$ cat src/rtl/fetch_queue_if.sv
`default_nettype none
// ============================================================================
//  Module   : fetch_queue_if
//  Brief    : Fetch-stage bus bundle: instruction memory, decode handshake,
//             redirect and occupancy.
//  Revision : 1.0
// ============================================================================
interface fetch_queue_if #(
  parameter int ADDR_W = 8,
  parameter int DATA_W = 8,
  parameter int DEPTH  = 2
);
  localparam int CNT_W = $clog2(DEPTH) + 1;

  logic              enable;
  logic              imem_req;
  logic [ADDR_W-1:0] imem_addr;
  logic [DATA_W-1:0] imem_rdata;
  logic              instr_valid;
  logic              instr_ready;
  logic [DATA_W-1:0] instr;
  logic [ADDR_W-1:0] instr_pc;
  logic              redirect;
  logic [ADDR_W-1:0] redirect_pc;
  logic [CNT_W-1:0]  count;

  // master: the fetch stage itself
  modport master (
    input  enable, imem_rdata, instr_ready, redirect, redirect_pc,
    output imem_req, imem_addr, instr_valid, instr, instr_pc, count
  );

  // slave: memory, decode and control surrounding the fetch stage
  modport slave (
    output enable, imem_rdata, instr_ready, redirect, redirect_pc,
    input  imem_req, imem_addr, instr_valid, instr, instr_pc, count
  );
endinterface
`default_nettype wire

$ cat src/rtl/fetch_queue.sv
`default_nettype none
// ============================================================================
//  Module   : fetch_queue
//  Brief    : Instruction fetch stage: owns the fetch PC, issues one-cycle
//             latency memory reads and buffers instr/PC pairs for decode.
//  Revision : 1.0
// ============================================================================
module fetch_queue #(
  parameter int                ADDR_W   = 8,
  parameter int                DATA_W   = 8,
  parameter int                DEPTH    = 2,
  parameter logic [ADDR_W-1:0] RESET_PC = '0
) (
  input  logic          clk,
  input  logic          reset,
  fetch_queue_if.master bus
);
  localparam int PTR_W = $clog2(DEPTH);
  localparam int CNT_W = PTR_W + 1;
  localparam logic [CNT_W:0] c_depth = (CNT_W + 1)'(DEPTH);

  logic [DATA_W-1:0] r_mem_instr [DEPTH];
  logic [ADDR_W-1:0] r_mem_pc    [DEPTH];
  logic [ADDR_W-1:0] r_fetch_pc;
  logic [PTR_W-1:0]  r_rd_ptr;
  logic [PTR_W-1:0]  r_wr_ptr;
  logic [CNT_W-1:0]  r_count;
  logic              r_inflight;
  logic [ADDR_W-1:0] r_inflight_pc;

  logic              w_pop;
  logic              w_push;
  logic              w_req;
  logic [CNT_W:0]    w_used;

  assign w_pop  = bus.instr_valid & bus.instr_ready;
  assign w_push = r_inflight;

  // Credit check: slots already taken plus the word in flight, less the slot
  // freed this cycle, must leave room for the word this issue will return.
  assign w_used = {1'b0, r_count}
                + {{CNT_W{1'b0}}, r_inflight}
                - {{CNT_W{1'b0}}, w_pop};
  assign w_req  = bus.enable & ~bus.redirect & ~reset & (w_used < c_depth);

  assign bus.imem_req    = w_req;
  assign bus.imem_addr   = r_fetch_pc;
  assign bus.instr_valid = (r_count != '0);
  assign bus.instr       = r_mem_instr[r_rd_ptr];
  assign bus.instr_pc    = r_mem_pc[r_rd_ptr];
  assign bus.count       = r_count;

  always_ff @(posedge clk) begin
    if (reset) begin
      r_fetch_pc    <= RESET_PC;
      r_rd_ptr      <= '0;
      r_wr_ptr      <= '0;
      r_count       <= '0;
      r_inflight    <= 1'b0;
      r_inflight_pc <= '0;
      for (int i = 0; i < DEPTH; i++) begin
        r_mem_instr[i] <= '0;
        r_mem_pc[i]    <= '0;
      end
    end else if (bus.redirect) begin
      // The returning word belongs to the abandoned path and is dropped.
      r_fetch_pc <= bus.redirect_pc;
      r_rd_ptr   <= '0;
      r_wr_ptr   <= '0;
      r_count    <= '0;
      r_inflight <= 1'b0;
    end else begin
      if (w_req) begin
        r_fetch_pc    <= r_fetch_pc + 1'b1;
        r_inflight    <= 1'b1;
        r_inflight_pc <= r_fetch_pc;
      end else begin
        r_inflight <= 1'b0;
      end

      if (w_push) begin
        r_mem_instr[r_wr_ptr] <= bus.imem_rdata;
        r_mem_pc[r_wr_ptr]    <= r_inflight_pc;
        r_wr_ptr              <= r_wr_ptr + 1'b1;
      end

      if (w_pop) begin
        r_rd_ptr <= r_rd_ptr + 1'b1;
      end

      case ({w_push, w_pop})
        2'b10:   r_count <= r_count + CNT_W'(1);
        2'b01:   r_count <= r_count - CNT_W'(1);
        default: r_count <= r_count;
      endcase
    end
  end
endmodule
`default_nettype wire
$ cat src/flat_wrapper.sv
// flat-port wrapper written by rule: the top's interface ports become plain ports
module fetch_queue_flat 
#(
  parameter int                ADDR_W   = 8,
  parameter int                DATA_W   = 8,
  parameter int                DEPTH    = 2,
  parameter logic [ADDR_W-1:0] RESET_PC = '0
)
  (clk, reset, bus_enable, bus_imem_rdata, bus_instr_ready, bus_redirect, bus_redirect_pc, bus_imem_req, bus_imem_addr, bus_instr_valid, bus_instr, bus_instr_pc, bus_count);
  fetch_queue_if #(.ADDR_W(ADDR_W), .DATA_W(DATA_W), .DEPTH(DEPTH)) bus_i ();
  input  logic clk;
  input  logic reset;
  input wire logic [$bits(bus_i.enable)-1:0] bus_enable;
  input wire logic [$bits(bus_i.imem_rdata)-1:0] bus_imem_rdata;
  input wire logic [$bits(bus_i.instr_ready)-1:0] bus_instr_ready;
  input wire logic [$bits(bus_i.redirect)-1:0] bus_redirect;
  input wire logic [$bits(bus_i.redirect_pc)-1:0] bus_redirect_pc;
  output wire logic [$bits(bus_i.imem_req)-1:0] bus_imem_req;
  output wire logic [$bits(bus_i.imem_addr)-1:0] bus_imem_addr;
  output wire logic [$bits(bus_i.instr_valid)-1:0] bus_instr_valid;
  output wire logic [$bits(bus_i.instr)-1:0] bus_instr;
  output wire logic [$bits(bus_i.instr_pc)-1:0] bus_instr_pc;
  output wire logic [$bits(bus_i.count)-1:0] bus_count;
  assign bus_i.enable = bus_enable;
  assign bus_i.imem_rdata = bus_imem_rdata;
  assign bus_i.instr_ready = bus_instr_ready;
  assign bus_i.redirect = bus_redirect;
  assign bus_i.redirect_pc = bus_redirect_pc;
  assign bus_imem_req = bus_i.imem_req;
  assign bus_imem_addr = bus_i.imem_addr;
  assign bus_instr_valid = bus_i.instr_valid;
  assign bus_instr = bus_i.instr;
  assign bus_instr_pc = bus_i.instr_pc;
  assign bus_count = bus_i.count;
  fetch_queue #(.ADDR_W(ADDR_W), .DATA_W(DATA_W), .DEPTH(DEPTH), .RESET_PC(RESET_PC)) u_core (.clk(clk), .reset(reset), .bus(bus_i));
endmodule
$ cat config.mk
export PLATFORM = sky130hd
export DESIGN_NAME = fetch_queue_flat
export DESIGN_NICKNAME = d
export VERILOG_FILES = /design/src/rtl/fetch_queue_if.sv /design/src/rtl/fetch_queue.sv /design/src/flat_wrapper.sv
export SDC_FILE = /design/constraint.sdc
export NUM_CORES = 1
export LEC_CHECK = 0
export CAP_MARGIN = 10
export CORE_AREA = 2 2 68 70
export CTS_BUF_LIST = sky130_fd_sc_hd__clkbuf_8
export DETAILED_ROUTE_END_ITERATION = 6
export DIE_AREA = 0 0 70 72
export MAX_ROUTING_LAYER = met4
export PLACE_DENSITY = 0.86
export SYNTH_ARGS = -nofsm -noshare
export SYNTH_HDL_FRONTEND = slang
export SYNTH_SLANG_ARGS = --single-unit
$ cat constraint.sdc
create_clock -name clk -period 8.8 [get_ports clk]
set_input_delay 2.64 -clock clk [delete_from_list [all_inputs] [get_ports clk]]
set_output_delay 2.64 -clock clk [all_outputs]
set_load 0.02 [all_outputs]
==> results.cfg, run 1 <==
[drt]
drt_pre_antenna_iters = 4
post_drt_wl_per_cell_um = 14.2
vias_per_cell = 5.39
route.detailed.drc = 0
ant_nets = 0
vias = 1686
drtIter0Drc = 95
wl_um = 4460

[synth]
synth.area.mux_share = 0.0790
avgSynthCellArea_um2 = 11.2
synth_area_um2 = 2410
synth-seq-cells = 54
netlist_top_cells_count = and2_1, edfxtp_1, nand2_1, dfxtp_1
synth.distinct_cells = 38
async_reset_ff_frac = 0
synth_area_leaders = edfxtp_1, dfxtp_1, and2_1, mux2_2, nand2_1
syn_nets = 238
synthFlopType = edfxtp_1
synth_top_family_by_area = simple AND/OR/NAND/NOR gates
netlist_instances = 215
synth_seq_area_share = 0.582
synth_compound_area_frac = 0.0738
synth-simple-area-share = 0.205
yosys_warnings = 0
yosysTopAreaCellShare = 0.399
synthAdderAreaFrac = 0.0135
synth_area_leader_cell = edfxtp_1
synth-edff-count = 32
synth_xor_area_frac = 0.0140

[critical_path]
arrival_ns = 5.35
endpoint_kind = primary output
cp_max_fo = 16
critPathKind = input pin to primary output
cp.required_ns = 6.16
startpoint_type = input pin

[floorplanning]
die_area_um2 = 5040
die_h_um = 72
rows = 24
core-area_um2 = 4260
die-width_um = 70
initial_core_util = 0.564
ios = 49

[place]
pre_cts_slack_ns = 0.826
numPortBuffers = 48
dp_cells = 305
dpl.hpwl_um = 3100
place_congestion = 0.890

[clocking]
clk_pin_slew_ns = 0.09
cts_tree = yes
ctsRootBufferMaster = clkbuf_8
cts_resized = 0
postCtsSetupBuffers = 0
cts_buffers = 5
clock_latency_ns = 0.29
cts_buffer_depth = 2
cts-hold-fix-buffers = 0
clock_sinks = 54
ctsHtreeMaxLevel = 2

[finish]
antenna_cells = 0
nets = 283
fin_cells = 313
area_delta_synth_final_pct = 25.1
drive_gt1_frac = 0.119
fillers = 333

[pwr]
ir_worst_vdd_uv = 104
cellLeakagePower_nw = 1.10
power.density_nw_per_um2 = 155

[status]
status = finished clean

[grt]
grt_antenna_before_repair = 0
grt_pass1_vias = 1678
grt_max_degree = 28
overflow = 0
grt.total_usage = 0.196
grt_pass1_wl_um = 7640

[timing]
setup_viol = 0
worst_pin_slew_ns = 0.922
fmax_mhz = 125
finalHoldViolations = 0
setup_tns_ns = 0
fin_worst_skew_ns = 0.00488
final-max-slew-violation-count = 0
fin_ws_ns = 0.812
max_slew_margin = 0.383
period_share = 0.908
period_needed_ns = 7.99
rsz0062_at_grt = no

[job]
timing.max_cap.violations = 0

[min_path]
min_path_type = flop to flop
path summary, 6_finish.rpt:
path                                                      startpoint                                    to  depth (start not counted)  slack (ns)
worst min register to register  u_core.r_inflight_pc[2]$_SDFFE_PP0P_  u_core.r_inflight_pc[2]$_SDFFE_PP0P_                          2        0.47
worst max register to register      u_core.bus.count[1]$_SDFFE_PP0P_  u_core.bus.imem_addr[5]$_SDFFE_PP0P_                          9        6.21
worst max-delay path                                 bus_instr_ready                          bus_imem_req                         10        0.81
worst min-delay path            u_core.r_inflight_pc[2]$_SDFFE_PP0P_  u_core.r_inflight_pc[2]$_SDFFE_PP0P_                          2        0.47
area by class of cell:
type,count,area (µm²),share of cell area
flip-flops and latches,54,1400,0.466
clock inverters,2,8.76,0.00291
repair buffers,50,495,0.165
well taps,52,65.1,0.0216
inverters,8,30.0,0.00998
clock buffers,6,82.6,0.0274
multi-input cells,141,927,0.308
power breakdown:
part / internal [W] / total [W] / switching [W]
registers: 0.000276 / 0.000281 / 0.00000592
clock network: 0.0000624 / 0.000135 / 0.0000726
logic: 0.0000257 / 0.0000503 / 0.0000246
kinds of logic after synthesis:
kind of cell,after synthesis
buffers and inverters,20
flip-flops,54
multiplexers,17
AND/OR/NAND/NOR,90
AO/OA/AOI/OAI,29
XOR/XNOR,3
adder cells (fa/ha/maj),2
per-stage QoR:
stage | util | hold slack, ns | instance area (µm²) | total power (W)
floorplan | - | 0.440 | 2410 | 0.000311
global placement | 0.685 | 0.449 | 2920 | 0.000336
detailed placement | 0.685 | 0.461 | 2920 | 0.000338
CTS | 0.706 | 0.473 | 3010 | 0.000471
global route | 0.706 | 0.490 | 3010 | 0.000486
finish | 0.706 | 0.469 | 3010 | 0.000467
layer usage:
metal / track usage / vias to the layer above / part of all wire
met3: 0.0417 / 4 / 0.053
met2: 0.314 / 50 / 0.48
met4: 0.0684 / 0 / 0.011
li1: - / 840 / -
met1: 0.251 / 792 / 0.46
met5: - / - / 0
flip-flops by register name, indices dropped and copies added (netlist names), named ones only:
signal	cells
u_core.r_rd_ptr	1
u_core.r_inflight_pc	8
u_core.bus.count	2
u_core.r_wr_ptr	1
u_core.r_mem_pc	16
u_core.bus.imem_addr	8
u_core.r_mem_instr	16
u_core.r_inflight	1
cell usage in the layout, fill, tap and decap left out, types with 2 or more instances in the layout:
master | synthesis | layout
and3_1 | 2 | 2
buf_4 | 0 | 2
nor2_1 | 5 | 5
o22ai_1 | 3 | 3
a21oi_1 | 16 | 16
edfxtp_1 | 32 | 32
nand2_1 | 27 | 27
or2_2 | 2 | 2
mux2_2 | 16 | 16
inv_1 | 7 | 8
a22oi_1 | 3 | 3
clkbuf_8 | 0 | 6
dfxtp_1 | 22 | 22
o311ai_0 | 2 | 2
clkdlybuf4s50_1 | 0 | 48
nand2b_1 | 5 | 5
and2_1 | 32 | 32
a31oi_1 | 2 | 2
or4_1 | 3 | 3
nor3_1 | 4 | 4
nand3_1 | 3 | 3
worst max-delay path: stages:
cell,delay [ns]
clkdlybuf4s50_1,0.53
nand2_1,0.10
mux2i_1,0.19
nand2_1,0.10
fa_1,0.42
xnor2_2,0.18
nand4_2,0.11
buf_4,0.19
inv_2,0.22
clkdlybuf4s50_1,0.65
Power figures use the tool's default switching activity.
==> run 2, diff against run 1 <==
--- a/config.mk
+++ b/config.mk
@@ -12,6 +12,7 @@
 export DIE_AREA = 0 0 70 72
 export MAX_ROUTING_LAYER = met4
 export PLACE_DENSITY = 0.86
+export SETUP_SLACK_MARGIN = 0.02
 export SYNTH_ARGS = -nofsm -noshare
 export SYNTH_HDL_FRONTEND = slang
 export SYNTH_SLANG_ARGS = --single-unit
==> results of run 2 <==
The final DEF is identical to that of run 1; final timing and power are the same.
